--- src/rtl/wb_pkg.sv ---
// ============================================================================
//  Module      : wb_pkg
//  Description : Shared types and constants for the writeback stage.
//  Revision    : 1.0 - initial release
// ============================================================================
`default_nettype none

package wb_pkg;

    typedef enum logic [1:0] {
        WB_SEL_ALU     = 2'b00,
        WB_SEL_MEM     = 2'b01,
        WB_SEL_PC4     = 2'b10,
        WB_SEL_ILLEGAL = 2'b11
    } wb_sel_t;

    localparam logic [2:0] c_funct3_lb  = 3'b000;
    localparam logic [2:0] c_funct3_lh  = 3'b001;
    localparam logic [2:0] c_funct3_lw  = 3'b010;
    localparam logic [2:0] c_funct3_lbu = 3'b100;
    localparam logic [2:0] c_funct3_lhu = 3'b101;

    typedef enum logic [1:0] {
        ST_IDLE  = 2'd0,
        ST_WRITE = 2'd1,
        ST_HALT  = 2'd2
    } wb_state_t;

endpackage

`default_nettype wire

--- src/rtl/wb_load_ext.sv ---
// ============================================================================
//  Module      : wb_load_ext
//  Description : Load-data alignment and sign/zero extension with fault flag.
//  Revision    : 1.0 - initial release
// ============================================================================
`default_nettype none

module wb_load_ext
    import wb_pkg::*;
(
    input  logic [2:0]  i_funct3,
    input  logic [1:0]  i_addr_lo,
    input  logic [31:0] i_mem_data,
    output logic [31:0] o_data,
    output logic        o_fault
);

    logic [7:0]  w_byte;
    logic [15:0] w_half;

    always_comb begin
        case (i_addr_lo)
            2'd0:    w_byte = i_mem_data[7:0];
            2'd1:    w_byte = i_mem_data[15:8];
            2'd2:    w_byte = i_mem_data[23:16];
            default: w_byte = i_mem_data[31:24];
        endcase
        w_half = i_addr_lo[1] ? i_mem_data[31:16] : i_mem_data[15:0];
    end

    always_comb begin
        o_data  = '0;
        o_fault = 1'b0;
        case (i_funct3)
            c_funct3_lb:  o_data = {{24{w_byte[7]}}, w_byte};
            c_funct3_lbu: o_data = {24'd0, w_byte};
            c_funct3_lh: begin
                o_data  = {{16{w_half[15]}}, w_half};
                o_fault = i_addr_lo[0];
            end
            c_funct3_lhu: begin
                o_data  = {16'd0, w_half};
                o_fault = i_addr_lo[0];
            end
            c_funct3_lw: begin
                o_data  = i_mem_data;
                o_fault = (i_addr_lo != 2'd0);
            end
            default: o_fault = 1'b1;
        endcase
    end

endmodule

`default_nettype wire

--- src/rtl/wb_stage.sv ---
// ============================================================================
//  Module      : wb_stage
//  Description : Writeback stage: result select, register-file write port,
//                decode forwarding and fault halt. Optional WB_INSTRET_EN
//                adds a 64-bit retired-instruction counter (o_instret).
//  Revision    : 1.0 - initial release
// ============================================================================
`default_nettype none

module wb_stage
    import wb_pkg::*;
(
    input  logic        i_clk,
    input  logic        i_reset,
    input  logic        i_valid,
    output logic        o_ready,
    input  logic        i_regWrite,
    input  logic [4:0]  i_rd,
    input  logic [1:0]  i_wbSel,
    input  logic [2:0]  i_funct3,
    input  logic [1:0]  i_addrLo,
    input  logic [31:0] i_aluResult,
    input  logic [31:0] i_memData,
    input  logic [31:0] i_pcPlus4,
`ifdef WB_INSTRET_EN
    output logic [63:0] o_instret,
`endif
    output logic        o_wrSig,
    output logic [4:0]  o_wrReg,
    output logic [31:0] o_wrData,
    output logic        o_en_WB,
    output logic        o_fwdValid,
    output logic [4:0]  o_fwdReg,
    output logic [31:0] o_fwdData,
    output logic        o_retire,
    output logic        o_halted
);

    wb_state_t   r_state;
    logic        r_en;
    logic        r_wr_sig;
    logic [4:0]  r_wr_reg;
    logic [31:0] r_wr_data;
    logic        r_halted;

    logic [31:0] w_load_data;
    logic        w_load_fault;
    logic [31:0] w_result;
    logic        w_illegal;

    wb_load_ext u_load_ext (
        .i_funct3   (i_funct3),
        .i_addr_lo  (i_addrLo),
        .i_mem_data (i_memData),
        .o_data     (w_load_data),
        .o_fault    (w_load_fault)
    );

    always_comb begin
        w_result  = i_aluResult;
        w_illegal = 1'b0;
        case (wb_sel_t'(i_wbSel))
            WB_SEL_ALU: w_result = i_aluResult;
            WB_SEL_MEM: begin
                w_result  = w_load_data;
                w_illegal = w_load_fault;
            end
            WB_SEL_PC4: w_result = i_pcPlus4;
            default:    w_illegal = 1'b1;
        endcase
    end

    // HALT is only reachable through a handshake and only reset leaves it.
    always_ff @(posedge i_clk) begin
        if (i_reset) begin
            r_state   <= ST_IDLE;
            r_en      <= 1'b0;
            r_wr_sig  <= 1'b0;
            r_wr_reg  <= '0;
            r_wr_data <= '0;
            r_halted  <= 1'b0;
        end else begin
            case (r_state)
                ST_IDLE, ST_WRITE: begin
                    if (i_valid && w_illegal) begin
                        r_state  <= ST_HALT;
                        r_en     <= 1'b0;
                        r_wr_sig <= 1'b0;
                        r_halted <= 1'b1;
                    end else if (i_valid) begin
                        r_state   <= ST_WRITE;
                        r_en      <= 1'b1;
                        r_wr_sig  <= i_regWrite && (i_rd != 5'd0);
                        r_wr_reg  <= i_rd;
                        r_wr_data <= w_result;
                    end else begin
                        r_state  <= ST_IDLE;
                        r_en     <= 1'b0;
                        r_wr_sig <= 1'b0;
                    end
                end
                default: begin
                    r_state  <= ST_HALT;
                    r_en     <= 1'b0;
                    r_wr_sig <= 1'b0;
                    r_halted <= 1'b1;
                end
            endcase
        end
    end

`ifdef WB_INSTRET_EN
    logic [63:0] r_instret;

    always_ff @(posedge i_clk) begin
        if (i_reset) begin
            r_instret <= '0;
        end else if (r_en) begin
            r_instret <= r_instret + 64'd1;
        end
    end

    assign o_instret = r_instret;
`endif

    assign o_ready    = (r_state != ST_HALT);
    assign o_en_WB    = r_en;
    assign o_retire   = r_en;
    assign o_wrSig    = r_wr_sig;
    assign o_wrReg    = r_wr_reg;
    assign o_wrData   = r_wr_data;
    assign o_fwdValid = r_wr_sig;
    assign o_fwdReg   = r_wr_reg;
    assign o_fwdData  = r_wr_data;
    assign o_halted   = r_halted;

endmodule

`default_nettype wire

--- config.mk ---
export PLATFORM = sky130hd
export DESIGN_NAME = wb_stage
export DESIGN_NICKNAME = d
export VERILOG_FILES = /design/src/rtl/wb_pkg.sv /design/src/rtl/wb_load_ext.sv /design/src/rtl/wb_stage.sv
export SDC_FILE = /design/constraint.sdc
export NUM_CORES = 1
export LEC_CHECK = 0
export CAP_MARGIN = 20
export CORE_MARGIN = 5
export CORE_UTILIZATION = 30
export CTS_BUF_LIST = sky130_fd_sc_hd__clkbuf_16
export CTS_CLUSTER_DIAMETER = 60
export DETAILED_ROUTE_END_ITERATION = 16
export PLACE_DENSITY = 0.66
export REMOVE_ABC_BUFFERS = 1
export SYNTH_ARGS = -nofsm -noshare
export SYNTH_HDL_FRONTEND = slang
export SYNTH_SLANG_ARGS = --single-unit
--- constraint.sdc ---
create_clock -name i_clk -period 4 [get_ports i_clk]
set_input_delay 0.8 -clock i_clk [delete_from_list [all_inputs] [get_ports i_clk]]
set_output_delay 0.8 -clock i_clk [all_outputs]
set_load 0.005 [all_outputs]
==> metrics.yaml <==
antennaDiodeCount: 0
ys_seq_elements: 41
path_cells: "clkdlybuf4s50_1, inv_1, ha_1, or3_1, nand4_4, or2_1, buf_4, clkinv_2, a32o_1"
nets: 674
cts_buffer_depth: 2
arrival_ns: 3.22
postSynthAreaPerCell_um2: 7.83
post_drt_wl_per_cell_um: 17.9
yosysWarnings: 0
power_density_nw_per_um2: 259
io_buffers: 191
routabilityCongestion: 0.801
slew_headroom_pct: 32.4
die-area_um2: 13200
start_util_pct: 30.5
avgViaCountPerCell: 5.17
worst_pin_slew_ns: 1.01
root_buffer: "clkbuf_16"
drtPass1Iterations: 5
end_kind: "register"
clock_latency_ns: 0.29
min_path_type: "register to register"
grt_pass1_vias: 3567
synth-main-ff-cell: "dfxtp_1"
synth_top_area_share_pct: 24.9
status: "finished, final reports clean"
numCtsBuffers: 5
timing.rr.end: "o_fwdData[9]"
fin_skew_ns: 0.00529
ant_nets: 0
postCtsSetupRepairBufs: 0
fin_setup_tns_ns: 0
required_ns: 4.18
dp_hpwl_um: 9730
synth_commonest_cells: "nand2_1 (52), dfxtp_1 (41), buf_4 (40), a21oi_1 (34), nor2_1 (24)"
hold_violations: 0
pwr-share-clk_pct: 29.3
p_sw_uw: 400
endpoint: "o_fwdData[9]"
p_sw_share_pct: 29.9
syn_area_um2: 3300
top_layer: "met4"
cp_max_fo: 19
synth_top_cell_by_area: "dfxtp_1"
postSynthCellCount: 421
antenna_found_initial: 0
period_needed_ns: 3.04
grt_first_pass_wirelength_um: 18900
cts.clk_slew.worst_paths_ns: 0.07
drive_gt1_share_pct: 8.78
wl_met1_um: 5170
syn2layout_area_growth_pct: 56.7
cts_sinks: 41
cts_max_level: 2
critical_path_depth: 9
combPwrFrac_pct: 36.9
async_flop_share_pct: 0
crit_family: "buffers and inverters"
cts_resized: 0
cts_tree: "done"
vias: 3610
setup_viol: 0
drcViolationCount: 0
cp-startpoint: "i_wbSel[1]"
io_pins: 192
crit_path_start_kind: "input pin"
synth_most_common_cell: "nand2_1"
grt_start_max_net_pins: 46
die_width_um: 115
met3_length_um: 948
p_int_uw: 938
yosys.cell_types.count: 43
fin_util_pct: 47.9
ff2ff_path_depth: 6
hold_buffers: 0
totalWireLength_um: 12500
die_h_um: 115
seq_area_frac_synth_pct: 24.9
grtUsageTotal_pct: 18.0
path_buf_inv: 4
pwr-share-seq_pct: 33.8
wl_met2_um: 6270
synthTopCellsByArea: "dfxtp_1 (25%), buf_4 (9.1%), mux2_2 (7.2%)"
irDropWorstVdd_v: 0.000151
core_um2: 10800
grt-ovfl-total: 0
drtIter0Drc: 243
p_leak_nw: 1.92
rows: 38
critPathSlowestCell: "or3_1"
finalMaxSlewViolations: 0
fin_crit_sh_pct: 76.1
path_class: "input pin to register"
maxCapViolCount: 0
clock.fmax_ghz: 0.328
grt_setup_unrepaired: "false"
worstReg2RegStart: "r_state[1]"
worst_path_largest_cell_delay_ns: 0.50
synth_edf_count: 0
rrSetupSlack_ns: 2.18
power groups by stage:
stage / Combinational (mW) / Sequential (mW) / Clock [mW]
floorplan: 0.204 / 0.464 / 0
global placement: 0.488 / 0.461 / 0
detailed placement: 0.494 / 0.462 / 0
CTS: 0.496 / 0.453 / 0.397
global route: 0.537 / 0.456 / 0.405
finish: 0.494 / 0.452 / 0.391
how the worst min path moves through the flow:
| stage | from | end | cells after the start | slack [ns] |
|---|---|---|---|---|
| after floorplan | o_halted | o_halted | 2 | 0.44 |
| after global placement | o_halted | o_halted | 2 | 0.44 |
| after detailed placement | o_halted | o_halted | 2 | 0.44 |
| after CTS | o_halted | o_halted | 2 | 0.45 |
| after global routing | o_halted | o_halted | 2 | 0.48 |
| final | o_halted | o_halted | 2 | 0.45 |
through the flow:
| stage | worst slack [ns] | cell area, µm² | hold WS (ns) | power [mW] | instances |
|---|---|---|---|---|---|
| after global routing | 0.772 | 5170 | 0.485 | 1.40 | 698 |
| after floorplan | 0.576 | 2840 | 0.436 | 0.667 | 349 |
| after detailed placement | 0.642 | 5040 | 0.442 | 0.956 | 692 |
| after CTS | 0.937 | 5170 | 0.451 | 1.35 | 698 |
| after global placement | 0.705 | 5030 | 0.441 | 0.949 | 691 |
| final | 0.955 | 5170 | 0.447 | 1.34 | 698 |
sequential cells by signal, indices dropped and copies added (netlist names):
signal,count
o_fwdReg,5
o_fwdData,32
o_fwdValid,1
r_state,1
o_en_WB,1
o_halted,1
per-layer routing:
layer,global-route usage (%),vias to the layer above
met3,4.32,10
met2,31.2,150
met5,0,-
met4,3.83,0
li1,-,1778
met1,22.8,1672
placed cells by master (no fill, tap or decap), types with 2 or more instances in the layout:
master and n:
clkdlybuf4s50_1 191, nand2_1 52, dfxtp_1 41, a21oi_1 34, nor2_1 24, mux2_2 21
inv_1 19, o211ai_1 17, o22ai_1 17, o31ai_1 16, a21boi_0 15, a32o_1 15
a22oi_1 14, buf_4 12, o21ai_0 11, mux2i_1 9, nand3_1 8, a211o_1 8
clkbuf_16 5, nor2b_1 3, nand2b_1 2, clkinv_2 2, nor3_1 2, ha_1 2
final cells by class:
cell class / count / area, µm²
inverter: 20 / 76.3
fill: 1056 / 5630
clock buffer: 5 / 125
tap: 140 / 175
clock inverter: 1 / 5.00
multi-input combinational: 288 / 1960
timing repair buffer: 203 / 2000
sequential: 41 / 821
worst reg2reg max path: stages (launching register included):
cell	delay (ns)
dfxtp_1	0.32
nor2b_1	0.35
nand4_4	0.22
or2_1	0.26
buf_4	0.21
clkinv_2	0.22
a32o_1	0.21
logic make-up (layout without fill, tap and decap cells):
family | Yosys count | after routing | synth area share (%)
AOI/OAI and AO/OA | 152 | 152 | 32.8
and+or+nand+nor | 102 | 102 | 14.4
buffers and inverters | 92 | 229 | 16.2
DFF | 41 | 41 | 24.9
muxes | 31 | 31 | 10.6
adders and majority gates | 3 | 3 | 1.14
Note: power is estimated with default switching activity, not from simulation.
